### src/rtl/shift_pkg.sv
// shift_pkg: operation and direction encodings shared by the barrel shifter blocks
package shift_pkg;
    typedef enum logic [1:0] {
        OP_ROTATE   = 2'd0,
        OP_LSHIFT   = 2'd1,
        OP_ASHIFT   = 2'd2,
        OP_RESERVED = 2'd3
    } shift_op_t;
    localparam logic DIR_LEFT  = 1'b0;
    localparam logic DIR_RIGHT = 1'b1;
endpackage

### src/rtl/barrel_stage.sv
// barrel_stage: applies the amount bits in [LO, HI) for one pipeline stage, combinationally
module barrel_stage
    import shift_pkg::*;
#(
    parameter int DW = 8,
    parameter int AW = 3,
    parameter int LO = 0,
    parameter int HI = 1
) (
    input  logic [DW-1:0] data_i,
    input  logic [AW-1:0] amt_i,
    input  logic          dir_i,
    input  logic [1:0]    op_i,
    output logic [DW-1:0] data_o
);
    localparam logic [AW-1:0] MASK = AW'(((1 << HI) - 1) & ~((1 << LO) - 1));
    function automatic logic [DW-1:0] shift_by(input logic [DW-1:0] d, input int w, input logic dir, input logic [1:0] op);
        logic [DW-1:0] fill;
        fill = (op == OP_ASHIFT && d[DW-1]) ? ~({DW{1'b1}} >> w) : '0;
        if (op == OP_ROTATE)
            return dir == DIR_LEFT ? (d << w) | (d >> (DW - w)) : (d >> w) | (d << (DW - w));
        return dir == DIR_LEFT ? d << w : (d >> w) | fill;
    endfunction
    always_comb begin
        data_o = op_i == OP_RESERVED ? data_i : shift_by(data_i, int'(amt_i & MASK), dir_i, op_i);
    end
endmodule

### src/rtl/pipelined_barrel_shifter.sv
// pipelined_barrel_shifter: rotate/shift unit split across NUM_STAGES valid/ready register stages
module pipelined_barrel_shifter
    import shift_pkg::*;
#(
    parameter int DATA_WIDTH = 8,
    parameter int NUM_STAGES = $clog2(DATA_WIDTH)
) (
    input  logic                          i_clock,
    input  logic                          i_reset,
    input  logic [DATA_WIDTH-1:0]         i_data,
    input  logic [$clog2(DATA_WIDTH)-1:0] i_amt,
    input  logic                          i_dir,
    input  logic [1:0]                    i_op,
    input  logic                          i_valid,
    output logic                          o_ready,
    output logic [DATA_WIDTH-1:0]         o_data,
    output logic                          o_valid,
    input  logic                          i_ready
);
    localparam int AW  = $clog2(DATA_WIDTH);
    localparam int BPS = (AW + NUM_STAGES - 1) / NUM_STAGES;
    function automatic int hi_bit(input int j);
        return (j + 1) * BPS < AW ? (j + 1) * BPS : AW;
    endfunction
    logic [DATA_WIDTH-1:0] data_d [NUM_STAGES];
    logic [DATA_WIDTH-1:0] data_q [NUM_STAGES];
    logic [DATA_WIDTH-1:0] shifted [NUM_STAGES];
    logic [AW-1:0]         amt_d [NUM_STAGES];
    logic [AW-1:0]         amt_q [NUM_STAGES];
    logic [1:0]            op_d [NUM_STAGES];
    logic [1:0]            op_q [NUM_STAGES];
    logic [NUM_STAGES-1:0] dir_d, dir_q, vld_d, vld_q, load;
    logic                  go;
    always_comb begin
        go = i_ready;
        for (int k = NUM_STAGES - 1; k >= 0; k--) begin
            go      = go || !vld_q[k];
            load[k] = go;
        end
    end
    always_comb begin
        data_d[0] = i_data;
        amt_d[0]  = i_amt;
        dir_d[0]  = i_dir;
        op_d[0]   = i_op;
        vld_d[0]  = i_valid;
        for (int k = 1; k < NUM_STAGES; k++) begin
            data_d[k] = shifted[k-1];
            amt_d[k]  = (amt_q[k-1] >> hi_bit(k - 1)) << hi_bit(k - 1);
            dir_d[k]  = dir_q[k-1];
            op_d[k]   = op_q[k-1];
            vld_d[k]  = vld_q[k-1];
        end
    end
    always_ff @(posedge i_clock or posedge i_reset) begin
        if (i_reset) begin
            for (int k = 0; k < NUM_STAGES; k++) begin
                data_q[k] <= '0;
                amt_q[k]  <= '0;
                op_q[k]   <= '0;
            end
            dir_q <= '0;
            vld_q <= '0;
        end else begin
            for (int k = 0; k < NUM_STAGES; k++) begin
                if (load[k]) begin
                    data_q[k] <= data_d[k];
                    amt_q[k]  <= amt_d[k];
                    op_q[k]   <= op_d[k];
                    dir_q[k]  <= dir_d[k];
                    vld_q[k]  <= vld_d[k];
                end
            end
        end
    end
    for (genvar g = 0; g < NUM_STAGES; g++) begin : g_stage
        barrel_stage #(
            .DW(DATA_WIDTH),
            .AW(AW),
            .LO(g * BPS < AW ? g * BPS : AW),
            .HI(hi_bit(g))
        ) u_stage (
            .data_i(data_q[g]),
            .amt_i (amt_q[g]),
            .dir_i (dir_q[g]),
            .op_i  (op_q[g]),
            .data_o(shifted[g])
        );
    end
    assign o_ready = load[0];
    assign o_valid = vld_q[NUM_STAGES-1];
    assign o_data  = shifted[NUM_STAGES-1];
endmodule

### config.mk
export PLATFORM = sky130hd
export DESIGN_NAME = pipelined_barrel_shifter
export DESIGN_NICKNAME = d
export VERILOG_FILES = /design/src/rtl/shift_pkg.sv /design/src/rtl/barrel_stage.sv /design/src/rtl/pipelined_barrel_shifter.sv
export SDC_FILE = /design/constraint.sdc
export NUM_CORES = 1
export LEC_CHECK = 0
export CAP_MARGIN = 20
export CORE_MARGIN = 2
export CORE_UTILIZATION = 25
export CTS_BUF_LIST = sky130_fd_sc_hd__clkbuf_4 sky130_fd_sc_hd__clkbuf_8 sky130_fd_sc_hd__clkbuf_16
export DETAILED_ROUTE_END_ITERATION = 6
export SYNTH_ARGS = -nofsm -noshare
export SYNTH_HDL_FRONTEND = slang
export SYNTH_SLANG_ARGS = --single-unit
### constraint.sdc
create_clock -name i_clock -period 2.1 [get_ports i_clock]
set_input_delay 0.42 -clock i_clock [delete_from_list [all_inputs] [get_ports i_clock]]
set_output_delay 0.42 -clock i_clock [all_outputs]
set_load 0.02 [all_outputs]
==> results.rst <==
.. list-table::
   :header-rows: 1

   * - Metric
     - Value
   * - Status
     - completed
   * - Synthesis-to-layout area growth
     - 21.2%
   * - Syn Inst Count
     - ~220
   * - Largest net degree at the start of global routing
     - 43
   * - Shortest period the worst path allows
     - 1.97 ns
   * - Worst Path Max Fanout
     - 2
   * - Total number of vias
     - 1693
   * - Number of maximum-capacitance violations
     - 0
   * - CP Cell Sequence
     - clkdlybuf4s50_1 > nor2b_2 > and2_4 > nand2_4 > dlygate4sd2_1
   * - Peak VDD IR
     - 255 uV
   * - Initial standard-cell utilization of the core
     - 0.261
   * - CP Launch Type
     - input port
   * - Worst hold slack
     - around 0.47 ns
   * - Chip Height
     - approximately 97 um
   * - DPL Wire Length
     - 3200 um
   * - Sequential element share of the synthesized area
     - 0.484
   * - DIE WIDTH
     - slightly below 100 um
   * - Share of the cycle needed by the critical path after routing
     - 0.937
   * - Worst clock skew on the final layout
     - 0.00589 ns
   * - Unrepaired setup endpoints after global routing
     - false
   * - Clk sink count
     - 42
   * - Distinct cells, synth
     - 34
   * - H-tree levels
     - 2
   * - Max Clk Rate
     - 0.508 GHz
   * - Max-slew violation total from the final report
     - 0
   * - Core area
     - slightly above 8000 um2
   * - Count of non-filler cells in the finished layout
     - 360
   * - Source-to-sink clock delay at the later pin of the worst-skew pair
     - slightly below 0.3 ns
   * - Number of cells after detailed placement
     - 352
   * - CTS tree
     - built
   * - Leakage power
     - 1.18 nW
   * - Pwr Density
     - 908 nW/um2
   * - Number of synthesized flops with an enable pin
     - 0
   * - Antenna cells
     - 0
   * - Synthesis-stage register bit count
     - 42
   * - Final net count
     - 272
   * - Port bufs
     - 27
   * - Detailed-route DRC error count
     - 0
   * - Number of placement rows
     - 33
   * - Combined area of all synthesized cells
     - 2170 um2
   * - Worst path required time
     - 1.68 ns
   * - Top_reg_cell synth
     - sky130_fd_sc_hd__dfrtp_1
   * - Antenna violations before repair
     - 0
   * - Capturing element type of the critical path
     - primary output
   * - Clock slew at the register clock pins of the worst setup and hold paths
     - 0.08 ns
   * - Type of the worst setup path
     - input port to primary output
   * - First-pass GRT wire length
     - 7900 um
   * - Antenna Nets Post-Route
     - 0
   * - Boundary pin count
     - 28
   * - Initial DRT Pass Iterations
     - 4
   * - Finished Core Util
     - 0.317
   * - Relative slew margins
     - 0.645
   * - Worst min path class
     - flop to flop
   * - CTS Root Cell
     - sky130_fd_sc_hd__clkbuf_8
   * - Overall track demand over capacity in global routing
     - 0.101
   * - Maximum clock insertion buffer count
     - 2
   * - Clock buffers created by TritonCTS
     - 5
   * - Area of the die
     - 9440 um2
   * - Detailed-route wire length per cell
     - around 12 um
   * - Sum of routed wire length over all layers
     - 4440 um
   * - Post-synthesis area per instance
     - between 9 and 10 um2
   * - Share of synthesized registers carrying an async set or reset
     - 1.00
   * - Actual slew at the worst max-slew pin
     - 0.532 ns
   * - Critical path data arrival time
     - 1.55 ns
   * - Number of warnings printed during yosys synthesis
     - 0
   * - Via count of the first global-routing pass
     - about 1600
   * - DRT iter0 DRCs
     - 150
   * - Routability congestion estimate from global placement
     - 0.777
   * - Final setup fails
     - 0
   * - Global route total overflow
     - 0
   * - Fraction of layout instances using a drive strength above 1
     - 0.180
   * - Final hold violation count
     - 0
   * - Via density per instance
     - 4.70
   * - Delay contributed by the slowest stage of the critical path
     - roughly 0.43 ns
   * - Crit-path slowest cell
     - sky130_fd_sc_hd__clkdlybuf4s50_1
   * - Total nets after synthesis
     - 241
[worst paths after layout]
check / startpoint / end / slack (ns) / depth (start not counted)
min in group asynchronous: i_reset / vld_q[2]$_DFFE_PP0P_ / 0.56 / 3
worst max-delay path: i_ready / o_ready / 0.13 / 5
worst min register to register: amt_d[4]$_DFFE_PP0P_ / amt_q[4]$_DFFE_PP0P_ / 0.47 / 2
worst max register to register: vld_q[2]$_DFFE_PP0P_ / amt_q[6]$_DFFE_PP0P_ / 0.58 / 5
max in group asynchronous: i_reset / op_q[0]$_DFFE_PP0P_ / 1.16 / 3
worst min-delay path: amt_d[4]$_DFFE_PP0P_ / amt_q[4]$_DFFE_PP0P_ / 0.47 / 2
[cells in the mapped netlist, types with 2 or more instances]
cell	instances	area share
sky130_fd_sc_hd__a22o_1	4	0.016
sky130_fd_sc_hd__mux2_4	8	0.055
sky130_fd_sc_hd__a221oi_1	3	0.012
sky130_fd_sc_hd__dfrtp_1	42	0.48
sky130_fd_sc_hd__nand2_1	58	0.10
sky130_fd_sc_hd__nor2b_1	2	0.0058
sky130_fd_sc_hd__buf_2	4	0.0092
sky130_fd_sc_hd__a32o_1	2	0.0092
sky130_fd_sc_hd__a32oi_1	3	0.012
sky130_fd_sc_hd__clkbuf_1	5	0.0087
sky130_fd_sc_hd__nand2b_1	5	0.014
sky130_fd_sc_hd__a21oi_1	7	0.016
sky130_fd_sc_hd__mux2_2	6	0.031
sky130_fd_sc_hd__nor2_1	9	0.016
sky130_fd_sc_hd__o21ai_0	29	0.067
sky130_fd_sc_hd__a31oi_1	3	0.0087
sky130_fd_sc_hd__mux2i_1	14	0.065
sky130_fd_sc_hd__a21o_1	3	0.010
[stage by stage]
stage	worst slack [ns]	instance area, um2	power (W)	setup TNS [ns]
floorplan	0.222	2170	0.00161	0
global placement	-0.153	2570	0.00189	-0.153
detailed placement	-0.133	2570	0.00191	-0.191
CTS	0.00595	2660	0.00243	0
global route	0.0601	2630	0.00256	0
finish	0.132	2630	0.00239	0
[logic make-up (layout without fill, tap and decap cells)]
logic type / Yosys count / in the layout / synth area share
and+or+nand+nor: 84 / 84 / 0.171
AOI/OAI and AO/OA: 56 / 56 / 0.159
DFF: 42 / 42 / 0.484
muxes: 28 / 28 / 0.151
buffers and inverters: 13 / 45 / 0.0352
[final cells by class]
type,count,area (um2)
Timing Repair Buffer,36,297
Clock inverter,1,5.00
Multi-Input combinational cell,168,1050
Clock buffer,7,90.1
Inverter,1,3.75
Tap cell,105,131
Fill cell,882,5670
Sequential cell,42,1050
[power by group]
part | switching [W] | internal [W]
Clock | 0.000278 | 0.000278
Combinational | 0.000370 | 0.000334
Sequential | 0.000176 | 0.000952
[metal layers]
| layer | global-route usage | vias up | part of all wire |
|---|---|---|---|
| met5 | 0 | - | 0 |
| met4 | 0.0293 | 0 | 0.014 |
| met3 | 0.0245 | 7 | 0.048 |
| met2 | 0.159 | 41 | 0.44 |
| met1 | 0.138 | 807 | 0.49 |
| li1 | - | 838 | - |
[placed cells by master (no fill, tap or decap), types with 7 or more instances in the layout]
cell | Yosys | layout
sky130_fd_sc_hd__nor2_1 | 9 | 9
sky130_fd_sc_hd__clkdlybuf4s50_1 | 0 | 18
sky130_fd_sc_hd__o21ai_0 | 29 | 28
sky130_fd_sc_hd__mux2_4 | 8 | 8
sky130_fd_sc_hd__a21oi_1 | 7 | 7
sky130_fd_sc_hd__clkbuf_2 | 0 | 8
sky130_fd_sc_hd__mux2i_1 | 14 | 14
sky130_fd_sc_hd__dfrtp_1 | 42 | 40
sky130_fd_sc_hd__buf_4 | 1 | 9
sky130_fd_sc_hd__nand2_1 | 58 | 58
[flip-flops by register name, indices dropped and copies added (netlist names)]
signal and flops:
dir_q 3, data_q 24, amt_q 3, op_d 4, vld_q 3, op_q 2
amt_d 3
[critical path, delay by kind of cell]
| family | cells | cell delay, ns |
|---|---|---|
| buffers and inverters | 2 | 0.75 |
| AND/OR/NAND/NOR | 3 | 0.37 |
[what timing repair did]
action,in CTS,in global routing
buffers inserted,0,0
hold buffers,0,0
endpoints found under the setup margin,9,8
pin swaps,0,0
resized for setup,13,21
Note: power is estimated with default switching activity, not from simulation.
